**config.mk**
```make
export PLATFORM = sky130hd
export DESIGN_NAME = uart_rx
export DESIGN_NICKNAME = d
export VERILOG_FILES = /design/src/rtl/uart_rx_pkg.sv /design/src/rtl/uart_sync2.sv /design/src/rtl/uart_rx.sv
export SDC_FILE = /design/constraint.sdc
export NUM_CORES = 1
export LEC_CHECK = 0
export BUFFER_PORTS_ARGS = -buffer_cell sky130_fd_sc_hd__buf_2
export CORE_UTILIZATION = 40
export DETAILED_ROUTE_END_ITERATION = 8
export MAX_ROUTING_LAYER = met4
export PLACE_DENSITY = 0.62
export SYNTH_ARGS = -nofsm -noshare
export SYNTH_HDL_FRONTEND = slang
export SYNTH_SLANG_ARGS = --single-unit
```
**constraint.sdc**
```tcl
create_clock -name clk -period 2.5 [get_ports clk]
set_clock_uncertainty 0.15 [all_clocks]
set_input_delay 0.125 -clock clk [delete_from_list [all_inputs] [get_ports clk]]
set_output_delay 0.125 -clock clk [all_outputs]
set_load 0.1 [all_outputs]
```
**src/rtl/uart_rx_pkg.sv**
```systemverilog
// Shared UART definitions: TX/RX state encodings, default line settings and
// the clocks-per-bit derivation, so transmitter and receiver agree on timing.
package uart_rx_pkg;

  localparam int CLK_FREQ_DEFAULT = 10_000_000;
  localparam int BAUDRATE_DEFAULT = 115_200;

  typedef enum logic [2:0] {
    TX_IDLE  = 3'd0,
    TX_START = 3'd1,
    TX_DATA  = 3'd2,
    TX_STOP  = 3'd3
  } tx_state_t;

  typedef enum logic [2:0] {
    RX_IDLE  = 3'd0,
    RX_START = 3'd1,
    RX_DATA  = 3'd2,
    RX_STOP  = 3'd3,
    RX_BREAK = 3'd4
  } rx_state_t;

  function automatic int calc_clks_per_bit(input int clk_freq, input int baudrate);
    return clk_freq / baudrate;
  endfunction

endpackage

```
**src/rtl/uart_sync2.sv**
```systemverilog
// Two-flop synchroniser for an asynchronous, idle-high input; both flops
// reset to 1 so a reset never looks like a falling edge downstream.
module uart_sync2 (
  input  logic clk,
  input  logic rst,
  input  logic d,
  output logic q
);

  logic ff1_reg;
  logic ff2_reg;

  always_ff @(posedge clk or posedge rst) begin
    if (rst) begin
      ff1_reg <= 1'b1;
      ff2_reg <= 1'b1;
    end else begin
      ff1_reg <= d;
      ff2_reg <= ff1_reg;
    end
  end

  assign q = ff2_reg;

endmodule

```
**src/rtl/uart_rx.sv**
```systemverilog
// 8N1 UART receiver: mid-bit sampling from a per-bit clock counter, one-cycle
// data_valid / frame_error strobes, and a BREAK state for a held-low line.
module uart_rx
  import uart_rx_pkg::*;
#(
  parameter int clk_freq = CLK_FREQ_DEFAULT,
  parameter int baudrate = BAUDRATE_DEFAULT
) (
  input  logic       clk,
  input  logic       rst,
  input  logic       input_rx,
  output logic [7:0] data_byte,
  output logic       data_valid,
  output logic       frame_error,
  output logic       busy,
  output logic [1:0] led
);

  localparam int clks_per_bit = calc_clks_per_bit(clk_freq, baudrate);
  localparam int half_bit     = (clks_per_bit - 1) / 2;
  localparam logic [15:0] BIT_LAST  = 16'(clks_per_bit - 1);
  localparam logic [15:0] HALF_LAST = 16'(half_bit);

  logic       rx_s;
  rx_state_t  state_reg, state_next;
  logic [15:0] clk_count_reg, clk_count_next;
  logic [2:0] bit_idx_reg, bit_idx_next;
  logic [7:0] shift_reg, shift_next;
  logic [7:0] data_byte_reg, data_byte_next;
  logic       data_valid_reg, data_valid_next;
  logic       frame_error_reg, frame_error_next;
  logic       led_err_reg, led_err_next;

  uart_sync2 u_sync (
    .clk (clk),
    .rst (rst),
    .d   (input_rx),
    .q   (rx_s)
  );

  always_ff @(posedge clk or posedge rst) begin
    if (rst) begin
      state_reg       <= RX_IDLE;
      clk_count_reg   <= '0;
      bit_idx_reg     <= '0;
      shift_reg       <= '0;
      data_byte_reg   <= '0;
      data_valid_reg  <= 1'b0;
      frame_error_reg <= 1'b0;
      led_err_reg     <= 1'b0;
    end else begin
      state_reg       <= state_next;
      clk_count_reg   <= clk_count_next;
      bit_idx_reg     <= bit_idx_next;
      shift_reg       <= shift_next;
      data_byte_reg   <= data_byte_next;
      data_valid_reg  <= data_valid_next;
      frame_error_reg <= frame_error_next;
      led_err_reg     <= led_err_next;
    end
  end

  always_comb begin
    state_next       = state_reg;
    clk_count_next   = clk_count_reg;
    bit_idx_next     = bit_idx_reg;
    shift_next       = shift_reg;
    data_byte_next   = data_byte_reg;
    data_valid_next  = 1'b0;
    frame_error_next = 1'b0;
    led_err_next     = led_err_reg;

    case (state_reg)
      RX_IDLE: begin
        clk_count_next = '0;
        bit_idx_next   = '0;
        if (!rx_s) state_next = RX_START;
      end
      RX_START: begin
        // A line that is high again at mid-start-bit was only a glitch.
        if (clk_count_reg == HALF_LAST) begin
          clk_count_next = '0;
          state_next     = rx_s ? RX_IDLE : RX_DATA;
        end else begin
          clk_count_next = clk_count_reg + 16'd1;
        end
      end
      RX_DATA: begin
        if (clk_count_reg == BIT_LAST) begin
          clk_count_next          = '0;
          shift_next[bit_idx_reg] = rx_s;
          bit_idx_next            = bit_idx_reg + 3'd1;
          if (bit_idx_reg == 3'd7) state_next = RX_STOP;
        end else begin
          clk_count_next = clk_count_reg + 16'd1;
        end
      end
      RX_STOP: begin
        if (clk_count_reg == BIT_LAST) begin
          clk_count_next = '0;
          if (rx_s) begin
            data_byte_next  = shift_reg;
            data_valid_next = 1'b1;
            state_next      = RX_IDLE;
          end else begin
            frame_error_next = 1'b1;
            led_err_next     = 1'b1;
            state_next       = RX_BREAK;
          end
        end else begin
          clk_count_next = clk_count_reg + 16'd1;
        end
      end
      RX_BREAK: begin
        // Swallow a held-low line so it reports one error, not a frame stream.
        clk_count_next = '0;
        if (rx_s) state_next = RX_IDLE;
      end
      default: state_next = RX_IDLE;
    endcase
  end

  assign data_byte   = data_byte_reg;
  assign data_valid  = data_valid_reg;
  assign frame_error = frame_error_reg;
  assign busy        = (state_reg != RX_IDLE);
  assign led         = {~led_err_reg, ~busy};

endmodule

```
**Yosys cells after proc, flatten, opt, wreduce, memory -nomap -nowiden**

Cells that the tools add are included.

- Add/subtract/negate cells: 2
- $mul: 0
- Div/mod/pow operators: 0
- Magnitude comparators: 2
- Equality and inequality tests: 13
- Shift-type cells: 0
- Mux-type cells: 23
- Bitwise operators: 3
- Reductions and logical operators: 12

Operators with widths:

| operator | count |
|---|---|
| case mux 16 bit (3 select lines) | 1 |
| two-way mux 16 bit | 2 |
| two-way mux 3 bit | 8 |
| adder 16 x 1 -> 16 bit (second input constant) | 1 |
| equality test 16 x 6 -> 1 bit (second input constant) | 1 |
| equality test 16 x 7 -> 1 bit (second input constant) | 1 |
| case mux 3 bit (5 select lines) | 1 |
| inequality test 2 bit (second input constant) | 5 |
| bitwise mux 8 bit | 1 |
| two-way mux 1 bit | 7 |
| equality test 3 x 2 -> 1 bit (second input constant) | 2 |
| equality test 3 bit (second input constant) | 2 |
| case mux 3 bit (2 select lines) | 1 |
| AND reduction 3 bit | 2 |
| AND reduction 6 bit | 1 |
| nonzero test 3 bit | 2 |
| < comparator 3 x 4 -> 1 bit (second input constant) | 1 |
| AND reduction 2 bit | 2 |
| OR reduction 2 bit | 2 |
| adder 3 x 1 -> 3 bit (second input constant) | 1 |
| demux 1 bit (select 3 bit) | 1 |
| equality test 3 x 1 -> 1 bit (second input constant) | 1 |
| greater-or-equal comparator 3 x 1 -> 1 bit (second input constant) | 1 |
| zero test 3 bit | 1 |
| other kinds (5) | 7 |

- Flip-flop bits (word level): 43
- Latch bits: 0
- RAM bits: 0
- ROM bits: 0
- Input port bits: 3
- Output and inout bits: 13
- Logic and storage cells: 65
- Memories: 0

**Longest topological paths before layout**

- Depth in word-level cells: 5
- Mapped depth: 8
- Mapped depth without buffers: 7

**Cells and area by module**

A second synthesis with hierarchy kept.

- Cells, all modules: 211
- Area, all modules: 2229.6 um2

Modules (own cells, without submodules):

| module | instances | cells each | area an instance (um2) | seq. area each (um2) |
|---|---|---|---|---|
| uart_rx | 1 | 208 | 2173.3 | 1026.0 |
| uart_sync2 | 1 | 3 | 56.3 | 52.6 |

**Least setup slack after synthesis**

Ideal clock, no wire load.

- Kind: register to output
- Start point: reg state_reg[0]
- End point: out led[0]
- Data arrival time: 2.258 ns
- Data required time: 2.225 ns
- Setup slack: -0.033 ns
- Cell stages (with the launch flop): 5
- Path buffers: 2
- Cells stage by stage: dfrtp_1 -> buf_2 -> clkbuf_1 -> or3_1 -> inv_1

- Cells in the longest elaborated chain, start to end: 2

RTL lines:

| element | RTL line | source |
|---|---|---|
| start, declared | uart_rx.sv:25 | `rx_state_t state_reg, state_next;` |
| start signal, assigned | uart_rx.sv:52 | `state_reg <= state_next;` |
| nonzero test 3 bit | uart_rx.sv:126 | `assign busy = (state_reg != RX_IDLE);` |
| named net busy | uart_rx.sv:15 | `output logic busy,` |
| inverter 1 bit | uart_rx.sv:127 | `assign led = {~led_err_reg, ~busy};` |
| end, declared | uart_rx.sv:16 | `output logic [1:0] led` |

The timed path passes the listed nets, and every way through them passes these cells.

**Final worst setup path**

- Start point: reg clk_count_reg[12]
- End point: reg shift_reg[3]

- Cells in the longest elaborated chain, start to end: 2

RTL lines:

| element | RTL line | source |
|---|---|---|
| start, declared | uart_rx.sv:26 | `logic [15:0] clk_count_reg, clk_count_next;` |
| start signal, assigned | uart_rx.sv:53 | `clk_count_reg <= clk_count_next;` |
| equality test 16 x 7 -> 1 bit | uart_rx.sv:89 | `if (clk_count_reg == BIT_LAST) begin` |
| AND reduction 2 bit (no source line) | n/a |  |
| end signal, assigned | uart_rx.sv:55 | `shift_reg <= shift_next;` |
| end, declared | uart_rx.sv:28 | `logic [7:0] shift_reg, shift_next;` |

No other way between the ends.
A chain may end at the register's enable or synchronous reset.

==> results.cfg <==
[run_status]
outcome = complete, no violations

[setup_path]
cp-start-kind = flop
max_stage_delay_ns = 0.45
worst-path-buf-inv = 0
criticalPathCategory = flop to flop
cp_cell_sequence = nor4_2 -> and3_2 -> nand2_1 -> nor4_1 -> mux2_2
cp.required_ns = 2.54
cp_max_fo = 10
cp-end-kind = flop
arrival_ns = 2.19
crit_family = simple AND/OR/NAND/NOR gates
cp_slowest_cell = dfrtp_1

[drt]
drc = 0
drtIter0Drc = 133
vias = 1758
dr.pass1.iters = 4
wire_per_inst_um = 13.77
final_antenna_net_count = 0
vias_per_cell = 5.409
drt-total-wl_um = 4475

[pwr]
p_leak_nw = 1.160
power_switching_uw = 345.5
power_frac_comb = 0.090
switching_share = 0.2671
internal_power_uw = 947.8
sequentialPowerShare = 0.568
vdd_drop_max_uv = 252.3
clkPwrFrac = 0.342
power.density_nw_per_um2 = 505.2

[clock_network]
clk_pin_slew_ns = 0.09
htreeDepth = 2
root_buffer = clkbuf_8
insertion_delay_ns = 0.30
cts.sinks = 43
cts_resized = 0
cts_buffers = 5
cts_buffer_depth = 2
cts_tree = done

[layout]
fin_util = 0.4678
largest_reg_flops = 16
fillCellCount = 524
n_antenna_cell = 0
area_growth_pct = 13.29
drive_above_1_share = 0.2174
nets = 260

[placement]
dp_hpwl_um = 3146
routabilityCongestion = 0.9103
portBuffers = 15

[global_route]
antenna_found_initial = 0
gr-usage-all-layers = 0.1737
grt_pass1_wl_um = 7907
overflow = 0
grt_pass1_vias = 1679
grt_start_max_net_pins = 21

[run]
cap_violations = 0

[sta]
fmax_mhz = 464.8
relSlewSlack = 0.5249
setup_tns_ns = 0
setup_viol = 0
hold_violations = 0
fin_crit_sh = 0.8606
rsz0062_at_grt = no
finalCriticalPeriod_ns = 2.152
tightest_slew_ns = 0.7082
finalMaxSlewViolations = 0

[synth]
ys_ff_latch = 43
synth_top_flop_cell = dfrtp_1
synth_cells = 230
synth_nets = 238
async_flop_share = 1.000
syn-cell-area_um2 = 2260
synth_edf_count = 0
yosysWarnings = 0
ys_seq_area_frac = 0.4773
avgSynthCellArea_um2 = 9.825
synthDistinctLibCells = 46

[floorplan]
core_area_um2 = 5473
die_w_um = 77.16
initial_core_util = 0.4129
fp.dieH_um = 77.16
die_area_um2 = 5954
rows = 27
ios = 16

[worst_hold_path]
hold_path.class = flop to flop
[repair_timing]
item / 4_1_cts / 5_1_grt
hold buffers: 2 / 0
buffers inserted: 0 / 0
endpoints found under the hold margin: 17 / 0
[cell usage in the layout, fill, tap and decap left out, drive strengths merged, types with 2 or more instances in the layout]
master and n:
dfrtp 41, buf 26, nand2 23, nand3 16, nor2 15, mux2 14
o21ai 14, nand4 10, a21oi 7, or3 7, o31ai 6, nor3 5
inv 5, ha 5, clkbuf 5, nor2b 4, nor4 4, a21o 3
mux2i 3, clkinvlp 3, or4 3, and3 3, and4 2, nand2b 2
nand4b 2, xor2 2, a211oi 2, nand3b 2, o211ai 2, dlygate4sd3 2
dfstp 2, clkinv 2
[per-stage QoR]
step | power (mW) | hold slack (ns) | instance area (µm²) | setup slack (ns) | instances
2_1_floorplan | 0.8315 | -0.02052 | 2265 | 0.3003 | 230
3_3_place_gp | 0.8608 | 0.03208 | 2451 | 0.3721 | 315
3_5_place_dp | 0.8619 | 0.03717 | 2451 | 0.3042 | 315
4_1_cts | 1.303 | 0.2174 | 2560 | 0.3081 | 325
5_1_grt | 1.347 | 0.2247 | 2560 | 0.1586 | 325
6_report | 1.293 | 0.2186 | 2560 | 0.3484 | 325
[synth_stat cells, types with 2 or more instances]
master    instances  share of area
nand4_1           9          0.025
nor2_1           15          0.025
mux2_1            2          0.010
and4_1            2         0.0078
a21oi_1           7          0.016
buf_4             2         0.0066
a21o_1            3          0.010
nand4b_1          2         0.0078
or3_1             7          0.019
dfstp_2           2          0.023
ha_1              5          0.028
xor2_1            2         0.0078
or4_1             3          0.010
nor2b_1           4          0.011
nand2_1          23          0.038
nor4_1            3         0.0083
o21ai_1           6          0.013
o21ai_0           8          0.018
and3_1            2         0.0055
dfrtp_1          41           0.45
inv_1             7          0.012
nand3_1          16          0.035
mux2i_1           3          0.013
nand2b_1          2         0.0055
buf_2             4         0.0089
nand3b_1          2         0.0066
nor3_1            5          0.011
mux2_2           12          0.060
clkbuf_1          7          0.012
o211ai_1          2         0.0066
a211oi_1          2         0.0066
o31ai_1           6          0.020
[path summary, 6_finish.rpt]
check                                               from                    endpoint  slack, ns  cells past startpoint
max                        clk_count_reg[12]$_DFFE_PP0P_    shift_reg[3]$_DFFE_PP0P_       0.35                      5
min                             u_sync.ff1_reg$_DFF_PP1_          u_sync.q$_DFF_PP1_       0.22                      0
max reg2reg                clk_count_reg[12]$_DFFE_PP0P_    shift_reg[3]$_DFFE_PP0P_       0.35                      5
min reg2reg                     u_sync.ff1_reg$_DFF_PP1_          u_sync.q$_DFF_PP1_       0.22                      0
max in group asynchronous                            rst  bit_idx_reg[1]$_DFFE_PP0P_       1.37                      4
min in group asynchronous                            rst    state_reg[1]$_DFFE_PP0P_       0.24                      3
[power groups by stage]
stage / clock network (mW) / logic [mW] / registers, mW
3_5_place_dp: 0 / 0.114 / 0.748
3_3_place_gp: 0 / 0.114 / 0.746
6_report: 0.443 / 0.116 / 0.734
4_1_cts: 0.452 / 0.117 / 0.734
2_1_floorplan: 0 / 0.0945 / 0.737
5_1_grt: 0.477 / 0.134 / 0.737
[cells by family after synthesis]
group / synth area share
simple gates: 0.2530
flops: 0.4773
mux: 0.08306
xor+xnor: 0.01163
buf+inv: 0.03876
fa+ha+maj: 0.02769
compound gates: 0.1085
[layer usage]
| metal | vias to the layer above | GRT usage | share of wire |
|---|---|---|---|
| li1 | 881 | - | - |
| met1 | 843 | 0.2487 | 0.52 |
| met2 | 27 | 0.2416 | 0.43 |
| met3 | 7 | 0.03690 | 0.032 |
| met4 | 0 | 0.06038 | 0.014 |
| met5 | - | - | 0 |
[area by class of cell]
class,count,area [µm²],area share
Sequential cell,43,1079,0.4213
Inverter,7,30.03,0.01173
Timing Repair Buffer,28,177.7,0.06940
Tap cell,72,90.09,0.03519
Clock buffer,5,68.82,0.02688
Multi-Input combinational cell,167,1095,0.4277
Clock inverter,3,20.02,0.007820
Power figures use the tool's default switching activity.
